**config.mk**
```make
export PLATFORM = sky130hd
export DESIGN_NAME = uart_tx_fifo
export DESIGN_NICKNAME = d
export VERILOG_FILES = /design/src/rtl/uart_tx_fifo.sv
export SDC_FILE = /design/constraint.sdc
export NUM_CORES = 1
export LEC_CHECK = 0
export BUFFER_PORTS_ARGS = -buffer_cell sky130_fd_sc_hd__buf_2
export CAP_MARGIN = 20
export CORE_ASPECT_RATIO = 0.75
export CORE_UTILIZATION = 45
export CTS_BUF_LIST = sky130_fd_sc_hd__clkbuf_8
export CTS_CLUSTER_SIZE = 30
export DETAILED_ROUTE_END_ITERATION = 8
export HOLD_SLACK_MARGIN = 0.06
export SKIP_CTS_REPAIR_TIMING = 1
export SLEW_MARGIN = 10
export SYNTH_ARGS = -nofsm -noshare
export SYNTH_HDL_FRONTEND = slang
export SYNTH_SLANG_ARGS = --single-unit
```
**constraint.sdc**
```tcl
create_clock -name clk -period 5.1 [get_ports clk]
set_clock_uncertainty 0.05 [all_clocks]
set_input_delay 0.51 -clock clk [delete_from_list [all_inputs] [get_ports clk]]
set_output_delay 0.51 -clock clk [all_outputs]
set_load 0.02 [all_outputs]
```
**src/rtl/uart_tx_fifo.sv**
```systemverilog
// uart_tx_fifo: byte FIFO feeding an 8N1 UART transmitter, LSB first.
// Bytes enter over a valid/ready handshake and are serialized on uart_tx_line.
// Optional feature macro: UART_TX_PARITY_EN inserts an even-parity bit (8E1).
`timescale 1ns/1ps

module uart_tx_fifo #(
  parameter int CLKS_PER_BIT = 868,
  parameter int FIFO_DEPTH   = 16
) (
  input  logic                               clk,
  input  logic                               rst_n,
  input  logic [7:0]                         tx_data,
  input  logic                               tx_valid,
  output logic                               tx_ready,
  output logic                               uart_tx_line,
  output logic                               busy,
  output logic [$clog2(FIFO_DEPTH+1)-1:0]    fifo_count
);

  localparam int AW = $clog2(FIFO_DEPTH);
  localparam int CW = $clog2(FIFO_DEPTH + 1);
  localparam int BW = $clog2(CLKS_PER_BIT);
  localparam logic [CW-1:0] FULL     = CW'(FIFO_DEPTH);
  localparam logic [BW-1:0] BAUD_END = BW'(CLKS_PER_BIT - 1);

  typedef enum logic [2:0] {
    IDLE,
    START,
    DATA,
    PARITY,
    STOP
  } state_t;

  logic [7:0]    mem [FIFO_DEPTH];
  logic [AW-1:0] wr_ptr;
  logic [AW-1:0] rd_ptr;
  state_t        state;
  logic [BW-1:0] baud_cnt;
  logic [2:0]    bit_idx;
  logic [7:0]    shreg;
`ifdef UART_TX_PARITY_EN
  logic          parity_bit;
`endif

  logic       push;
  logic       pop;
  logic       bit_done;
  logic [7:0] head;

  // Handshake, pop request and status flags derived from registered state
  always_comb begin
    tx_ready = (fifo_count != FULL);
    push     = tx_valid && tx_ready;
    bit_done = (baud_cnt == BAUD_END);
    pop      = (fifo_count != '0) &&
               ((state == IDLE) || ((state == STOP) && bit_done));
    head     = mem[rd_ptr];
    busy     = (state != IDLE) || (fifo_count != '0);
  end

  // FIFO storage; contents need no reset since occupancy gates every read
  always_ff @(posedge clk) begin
    if (push) begin
      mem[wr_ptr] <= tx_data;
    end
  end

  // FIFO pointers and occupancy; pointers wrap naturally (power-of-two depth)
  always_ff @(posedge clk or negedge rst_n) begin
    if (!rst_n) begin
      wr_ptr     <= '0;
      rd_ptr     <= '0;
      fifo_count <= '0;
    end else begin
      if (push) begin
        wr_ptr <= wr_ptr + AW'(1);
      end
      if (pop) begin
        rd_ptr <= rd_ptr + AW'(1);
      end
      case ({push, pop})
        2'b10:   fifo_count <= fifo_count + CW'(1);
        2'b01:   fifo_count <= fifo_count - CW'(1);
        default: fifo_count <= fifo_count;
      endcase
    end
  end

  // Transmit FSM with registered line output; each bit lasts CLKS_PER_BIT cycles
  always_ff @(posedge clk or negedge rst_n) begin
    if (!rst_n) begin
      state        <= IDLE;
      baud_cnt     <= '0;
      bit_idx      <= '0;
      shreg        <= '0;
      uart_tx_line <= 1'b1;
`ifdef UART_TX_PARITY_EN
      parity_bit   <= 1'b0;
`endif
    end else begin
      case (state)
        IDLE: begin
          baud_cnt     <= '0;
          uart_tx_line <= 1'b1;
          if (pop) begin
            shreg        <= head;
`ifdef UART_TX_PARITY_EN
            parity_bit   <= ^head;
`endif
            uart_tx_line <= 1'b0;
            state        <= START;
          end
        end

        START: begin
          if (bit_done) begin
            baud_cnt     <= '0;
            bit_idx      <= '0;
            uart_tx_line <= shreg[0];
            state        <= DATA;
          end else begin
            baud_cnt <= baud_cnt + BW'(1);
          end
        end

        DATA: begin
          if (bit_done) begin
            baud_cnt <= '0;
            if (bit_idx == 3'd7) begin
`ifdef UART_TX_PARITY_EN
              uart_tx_line <= parity_bit;
              state        <= PARITY;
`else
              uart_tx_line <= 1'b1;
              state        <= STOP;
`endif
            end else begin
              bit_idx      <= bit_idx + 3'd1;
              shreg        <= shreg >> 1;
              // Next bit is taken from the pre-shift register, one position up
              uart_tx_line <= shreg[1];
            end
          end else begin
            baud_cnt <= baud_cnt + BW'(1);
          end
        end

`ifdef UART_TX_PARITY_EN
        PARITY: begin
          if (bit_done) begin
            baud_cnt     <= '0;
            uart_tx_line <= 1'b1;
            state        <= STOP;
          end else begin
            baud_cnt <= baud_cnt + BW'(1);
          end
        end
`endif

        STOP: begin
          if (bit_done) begin
            baud_cnt <= '0;
            if (pop) begin
              shreg        <= head;
`ifdef UART_TX_PARITY_EN
              parity_bit   <= ^head;
`endif
              uart_tx_line <= 1'b0;
              state        <= START;
            end else begin
              uart_tx_line <= 1'b1;
              state        <= IDLE;
            end
          end else begin
            baud_cnt <= baud_cnt + BW'(1);
          end
        end

        default: begin
          baud_cnt     <= '0;
          uart_tx_line <= 1'b1;
          state        <= IDLE;
        end
      endcase
    end
  end

endmodule

```
### After elaboration in Yosys (flattened, before gate mapping)

Memory sizes are Yosys's and may differ from the RTL's.
Index checks and enable logic that the tools add are counted.

| cells by class | value |
|---|---|
| $add $sub $neg | 6 |
| eq/ne operators | 14 |
| mux-type cells | 27 |
| reductions and logical operators | 16 |

Operators with widths:

| cell | number |
|---|---|
| 2-to-1 mux 8 bit | 4 |
| 2-to-1 mux 3 bit | 8 |
| one-hot mux 8 bit (3 select lines) | 1 |
| 2-to-1 mux 10 bit | 2 |
| != test 2 bit, second input constant | 6 |
| one-hot mux 3 bit (4 select lines) | 1 |
| adder 10 x 1 -> 10 bit, second input constant | 1 |
| equality test 10 bit, second input constant | 1 |
| one-hot mux 5 bit (2 select lines) | 1 |
| adder 4 x 1 -> 4 bit, second input constant | 2 |
| 2-to-1 mux 1 bit | 8 |
| AND reduction 4 bit | 2 |
| equality test 3 bit, second input constant | 2 |
| one-hot mux 3 bit (2 select lines) | 1 |
| nonzero test 3 bit | 2 |
| adder 5 x 1 -> 5 bit, second input constant | 1 |
| != test 5 bit, second input constant | 1 |
| AND reduction 5 bit | 1 |
| nonzero test 5 bit | 1 |
| subtractor 5 x 1 -> 5 bit, second input constant | 1 |
| one-hot mux 1 bit (4 select lines) | 1 |
| nonzero test 2 bit | 2 |
| adder 3 x 1 -> 3 bit, second input constant | 1 |
| equality test 3 x 1 -> 1 bit, second input constant | 1 |
| other kinds (8) | 11 |

| word-level totals | value |
|---|---|
| bits in registers | 38 |
| bits in writable memories | 128 |
| input bits | 11 |
| logic and storage cells | 72 |
| memories | 1 |

Memories:

| memory | words | width | read ports | clocked after Yosys merged registers in | write ports | RTL line | text |
|---|---|---|---|---|---|---|---|
| mem | 16 | 8 | 1 | 0 | 1 | 34 | `logic [7:0] mem [FIFO_DEPTH];` |

### Depth between registers and ports, before layout

Gate-level depths: netlist of the first run.

| depth | value |
|---|---|
| word-level depth | 7 |
| gate-level depth with buffers | 15 |

### Worst setup path before layout of the first run

Ideal clock, no wire load.

| path | value |
|---|---|
| kind | register -> register |
| from | register baud_cnt[0] |
| to | register fifo_count[4] |
| library setup time | 0.080 ns |
| data arrival time | 2.992 ns |
| data required time | 4.970 ns |
| setup slack | 1.979 ns |
| stages on the path, launching flop included | 13 |
| buffers on the path | 1 |
| clock period less this slack | 3.121 ns |
| cells stage by stage | dfrtp_1 ha_1 nor3b_4 nand3_4 a2111oi_4 ha_1 clkbuf_1 xor2_1 ha_1 a31oi_1 or2_2 a21oi_1 xor2_1 |

| on the way | value |
|---|---|
| cells in the longest elaborated chain, start to end | 6 |
| elaborated cells between the ends (all ways) | 8 |
| those cells by class | eq/ne: 3; mux: 1; reduce/logical: 4 |

Ends and longest elaborated chain:

| element | RTL line | text |
|---|---|---|
| start, declared | 38 | `logic [BW-1:0] baud_cnt;` |
| start signal, assigned | 122 | `baud_cnt <= baud_cnt + BW'(1);` |
| start signal, assigned | 144 | `baud_cnt <= baud_cnt + BW'(1);` |
| start signal, assigned | 175 | `baud_cnt <= baud_cnt + BW'(1);` |
| equality test 10 bit * | 54 | `bit_done = (baud_cnt == BAUD_END);` |
| logical AND 1 bit * | 56 | `((state == IDLE) \|\| ((state == STOP) && bit_done));` |
| logical OR 1 bit * | 56 |  |
| logical AND 1 bit * | 55 | `pop = (fifo_count != '0) &&` |
| net pop | 46 | `logic pop;` |
| equality test 2 x 1 -> 1 bit or equality test 2 bit (tied branches) | 81 | `case ({push, pop})` |
| one-hot mux 5 bit (2 select lines) or nonzero test 2 bit (tied branches) | - |  |
| end signal, assigned | 82 | `2'b10: fifo_count <= fifo_count + CW'(1);` |
| end signal, assigned | 83 | `2'b01: fifo_count <= fifo_count - CW'(1);` |
| end signal, assigned | 84 | `default: fifo_count <= fifo_count;` |
| end, declared | 17 | `output logic [$clog2(FIFO_DEPTH+1)-1:0] fifo_count` |

Mark *: on every way through the listed nets, which the timed path passes. The rest lies on a longest branch.
A chain may end at the register's enable or synchronous reset.

### Worst setup path in the final report of the first run

Same ends and word-level chain as after synthesis.

==> results of run 1 <==
[per-layer routing]
layer / share of wire / global-route usage / vias up
li1: - / - / 1831
met1: 0.50 / 0.270 / 1936
met2: 0.44 / 0.268 / 73
met3: 0.044 / 0.0428 / 13
met4: 0.013 / 0.0625 / 0
met5: 0 / 0 / -
[power by group through the flow]
| stage | clock [mW] | combinational, mW | sequential [mW] |
|---|---|---|---|
| floorplan | 0 | 0.829 | 1.83 |
| global placement | 0 | 0.925 | 2.00 |
| detailed placement | 0 | 0.944 | 2.01 |
| CTS | 1.11 | 0.948 | 1.98 |
| global route | 1.17 | 1.03 | 2.02 |
| finish | 1.09 | 0.942 | 1.98 |
[final timing paths]
kind	to	slack [ns]	depth (start not counted)
worst min-delay path	baud_cnt[9]	0.14	1
worst max register to register	fifo_count[4]	1.66	12
worst max-delay path	fifo_count[4]	1.66	12
min in group clk	mem[6][3]	0.38	1
worst min register to register	baud_cnt[0]	0.45	1
max in group asynchronous	rd_ptr[2]	4.20	1
[stage by stage]
| stage | worst slack [ns] | power [mW] | cell area (sq um) | cells |
|---|---|---|---|---|
| after detailed placement | 1.67 | 2.96 | 7380 | 678 |
| final | 1.66 | 4.01 | 7850 | 709 |
| after CTS | 1.66 | 4.04 | 7850 | 709 |
| after global routing | 1.42 | 4.22 | 7850 | 709 |
| after global placement | 1.87 | 2.92 | 7370 | 677 |
| after floorplan | 1.98 | 2.65 | 7080 | 473 |
[layout make-up]
type	instances	area (sq um)
flip-flops and latches	166	4800
clock inverters	14	231
repair buffers	26	150
fillers	1292	7470
clock buffers	17	234
multi-input cells	273	2150
inverters	8	30.0
well taps	205	256
[critical path, stage by stage, from the launching register on]
cell and delay (ns):
dfrtp_1 0.40, ha_1 0.24, nor3b_4 0.26, nand3_4 0.17, a2111oi_4 0.65, ha_1 0.46, xor2_1 0.11, ha_1 0.23
o21a_1 0.18, o21ai_0 0.18, nand3b_1 0.11, a21oi_1 0.17, xor2_1 0.16
[cell usage in the layout (no fill, tap or decap), types with 3 or more instances in the layout]
cell | Yosys | routed
edfxtp_1 | 128 | 128
mux2i_1 | 57 | 57
dfrtp_1 | 37 | 36
nor2_1 | 31 | 31
a22oi_1 | 29 | 29
nand2_1 | 24 | 24
buf_2 | 16 | 18
clkbuf_8 | 0 | 17
ha_1 | 12 | 12
o21ai_0 | 11 | 11
xor2_1 | 11 | 11
nand3_1 | 10 | 10
mux2_2 | 10 | 10
xnor2_1 | 9 | 9
inv_1 | 8 | 8
buf_4 | 0 | 8
nand2b_1 | 7 | 7
a32oi_1 | 7 | 7
bufinv_16 | 0 | 6
nand4_1 | 5 | 5
nor3_1 | 6 | 5
a21oi_1 | 4 | 4
mux4_2 | 4 | 4
a22o_1 | 3 | 3
nor2b_1 | 3 | 3
[sequential cells by signal, indices dropped and copies added, names as in the netlist]
| signal | count |
|---|---|
| mem | 128 |
| baud_cnt | 10 |
| shreg | 8 |
| fifo_count | 5 |
| rd_ptr | 4 |
| wr_ptr | 4 |
| bit_idx | 3 |
| state | 3 |
| uart_tx_line | 1 |
[cells by family (layout without fill, tap and decap cells)]
kind of cell / count (synthesis) / after routing / synth area share
flops: 166 / 166 / 0.677
simple gates: 102 / 102 / 0.0737
mux: 72 / 72 / 0.111
compound gates: 67 / 67 / 0.0719
buf+inv: 34 / 65 / 0.0208
xor+xnor: 20 / 20 / 0.0247
fa+ha+maj: 12 / 12 / 0.0212
==> flow_summary.ini, run 1 <==
[floorplanning]
ioPinCount = 19
die_w_microns = 147
coreArea_sq_mm = 0.0153
start_util = 0.462
die_height_microns = 111
rows = 39
dieArea_sq_mm = 0.0163

[yosys]
ys_top_cells_by_count = edfxtp_1 (128), mux2i_1 (57), dfrtp_1 (37)
syn_area_per_cell_sq_um = 15.0
synth-main-ff-cell = edfxtp_1
syn_nets = 496
synth_cell_types = 49
yosysWarnings = 0
syn_inst = 473
ys_seq_area_frac = 0.677
synth_area_leaders = edfxtp_1 (54%), dfrtp_1 (13%), mux2i_1 (8.1%), a22oi_1 (3.1%), ha_1 (2.1%)
synth.cell_area_sq_mm = 0.00708
synth-seq-cells = 166
synth-edff-count = 128
synth_top_cell_by_area = edfxtp_1
synth_most_common_cell = edfxtp_1
synth-async-reset-ratio = 0.229
yosys.area.top_type_share = 0.543

[setup_path]
cp-end-kind = register
worstPathArrival_ns = 3.78
crit_type = register to register
cp_max_fo = 10
startpoint_type = register
reg2reg_from = baud_cnt[0]
cp-startpoint = baud_cnt[0]
cp.required_ns = 5.43

[place]
numPortBuffers = 18
routabilityCongestion = 0.789
dpl.hpwl_microns = 8780

[power_and_ir_drop]
p_per_area_mw_per_mm2 = 511
switching_share = 0.311
combPwrFrac = 0.235
ir_drop_mv = 0.244
p_int_mw = 2.76
power_frac_seq = 0.493
p_clk_frac = 0.272
net-switching-power_mw = 1.25
leakage_nw = 2.86

[clocking]
cts_made_buffers = 17
cts_tree = yes
clock-sinks = 166
clk_pin_slew_ns = 0.08
htreeDepth = 4
cts_root_buf = clkbuf_8
insertion_delay_ns = 0.46
cts_buffer_depth = 2

[grt]
grt_pass1_vias = 3886
grt_overflow = 0
grt_usage = 0.184
grt_pass1_wl_microns = 21900
antenna_found_initial = 0
grt_max_degree = 63

[sta]
worst_slew_pin_slew_ns = 1.13
hold_ws_ns = 0.135
maxSlewHeadroom = 0.248
fin_crit_sh = 0.675
tns_ns = 0
rsz0062_at_grt = no
slew_viol_final = 0
max_freq_mhz = 290
min_period_ns = 3.44
finalSetupViolCount = 0
finalHoldViolCount = 0

[drt]
post-route-drc-count = 0
vias = 3853
dr.first_iter.drc_count = 280
wire_per_inst_microns = 19.2
drtPass1Iterations = 5
postRouteAntennaNets = 0
wl_microns = 13600
detail_route.vias_per_cell = 5.43

[outcome]
outcome = complete, no violations

[finish]
utilization = 0.512
final_layout_size_suffix_gt1_frac = 0.155
fin_nets = 515
syn2layout_area_growth_pct = 10.8
diodes = 0

[hold_path]
hp-class = input pin to async pin

[run]
drv_cap = 0
Note: power is estimated with default switching activity, not from simulation.
==> run 2, diff against run 1 <==
==> constraint.sdc (replaced) <==
create_clock -name clk -period 3.6 [get_ports clk]
set_clock_uncertainty 0.05 [all_clocks]
set_input_delay 0.36 -clock clk [delete_from_list [all_inputs] [get_ports clk]]
set_output_delay 0.36 -clock clk [all_outputs]
set_load 0.02 [all_outputs]
==> flow_summary.ini, run 2 (same netlist as run 1, synthesis figures left out) <==
[hold_path]
hp-start = tx_data[3]
holdPathEnd = mem[5][3]
hp-class = input pin to register
whs_path_depth = 1

[drt]
dr.first_iter.drc_count = 346
wl_microns = 14100
drtPass1Iterations = 5
post-route-drc-count = 0
wire_per_inst_microns = 19.7
detail_route.vias_per_cell = 5.50
postRouteAntennaNets = 0
vias = 3935

[outcome]
outcome = complete, no violations

[setup_path]
cp_max_fo = 10
rrSetupSlack_ns = 0.52
cp_top_family = adder cells
reg2reg_from = baud_cnt[0]
crit_buf_inv = 0
worstPathArrival_ns = 3.41
path_cells = ha_1, nor3b_4, nand3_4, a2111oi_4, ha_1, xor2_1, ha_1, a31oi_1, or2_2, a21oi_1, xor2_1
r2r-end = fifo_count[4]
ff2ff_path_depth = 11
cp.required_ns = 3.93
startpoint_type = register
cp-end-kind = register
cp_slowest_cell = a2111oi_4
crit_path_max_incr_delay_ns = 0.41
crit_type = register to register
crit_top_cell = ha_1

[sta]
worst_slew_pin_slew_ns = 1.02
tns_ns = 0
rsz0062_at_grt = no
timing.final.ws_setup_ns = 0.520
fin_crit_sh = 0.856
finalSetupViolCount = 0
maxSlewHeadroom = 0.318
max_freq_mhz = 325
finalHoldViolCount = 0
slew_viol_final = 0
min_period_ns = 3.08

[power_and_ir_drop]
p_clk_frac = 0.219
switching_share = 0.332
ir_drop_mv = 0.438
power_frac_seq = 0.514
leakage_nw = 2.83
p_per_area_mw_per_mm2 = 687
combPwrFrac = 0.268
net-switching-power_mw = 1.77
p_int_mw = 3.56

[clocking]
cts_buffer_depth = 2
clock-sinks = 166
cts_tree = yes
cts_made_buffers = 17
htreeDepth = 4
insertion_delay_ns = 0.45
cts_root_buf = clkbuf_8
clk_pin_slew_ns = 0.08

[finish]
largest_reg_flops = 128
largest_register = mem
fillers = 1310
diodes = 0
utilization = 0.507
multiInputGateArea_sq_mm = 0.00214
fin_nets = 522
largestRegisters = mem (128), baud_cnt (10), shreg (8)
register_area_sq_mm = 0.00480
final_layout_size_suffix_gt1_frac = 0.153
mostFrequentLayoutCells = edfxtp_1 (128), mux2i_1 (57), dfrtp_1 (36), nor2_1 (31), a22oi_1 (29)
syn2layout_area_growth_pct = 9.55
final_common_cell = edfxtp_1

[place]
dpl.hpwl_microns = 9200
routabilityCongestion = 0.809
numPortBuffers = 18
dp_worst_setup_slack_ns = 0.555

[grt]
grt_overflow = 0
antenna_found_initial = 0
grt_pass1_vias = 3940
grt_pass1_wl_microns = 22500
grt_usage = 0.188
grt_max_degree = 39

[floorplanning]
rows = 39
die_height_microns = 111
start_util = 0.462
ioPinCount = 19
dieArea_sq_mm = 0.0163
die_w_microns = 147
coreArea_sq_mm = 0.0153

[run]
drv_cap = 0
-- run 2: worst max-delay path by stage --
stage | slack, ns | to | cells after the start | startpoint
3_3_place_gp | 0.61 | fifo_count[4] | 11 | baud_cnt[0]
2_1_floorplan | 0.48 | fifo_count[4] | 12 | baud_cnt[0]
4_1_cts | 0.52 | fifo_count[4] | 11 | baud_cnt[0]
6_report | 0.52 | fifo_count[4] | 11 | baud_cnt[0]
3_5_place_dp | 0.56 | fifo_count[4] | 11 | baud_cnt[0]
5_1_grt | 0.17 | fifo_count[4] | 12 | baud_cnt[0]
-- run 2: metrics by stage --
stage          power, mW  instance area [sq um]  std cells  hold WS (ns)
5_1_grt             5.63                   7760        716         0.205
3_3_place_gp        4.17                   7420        684         0.418
6_report            5.33                   7760        716         0.247
2_1_floorplan       3.76                   7080        473        0.0144
4_1_cts             5.35                   7750        715       0.00541
3_5_place_dp        4.20                   7420        684         0.435
-- run 2: per-layer routing --
metal	track usage	routed length, microns	vias to the layer above
li1	-	-	1850
met4	0.0653	141	0
met3	0.0457	652	12
met1	0.287	7220	1995
met5	0	0	-
met2	0.261	6080	78
-- run 2: power by group through the flow --
stage / Sequential (mW) / Clock (mW) / Combinational [mW]
after floorplan: 2.59 / 0 / 1.17
after global placement: 2.76 / 0 / 1.41
after detailed placement: 2.78 / 0 / 1.42
after CTS: 2.74 / 1.19 / 1.43
after global routing: 2.79 / 1.28 / 1.56
final: 2.74 / 1.17 / 1.43
-- run 2: final cells by class --
cell class | instances | share of cell area
Sequential cell | 166 | 0.618
Timing Repair Buffer | 33 | 0.0264
Clock buffer | 17 | 0.0301
Inverter | 8 | 0.00387
Tap cell | 205 | 0.0330
Clock inverter | 14 | 0.0123
Multi-Input combinational cell | 273 | 0.276
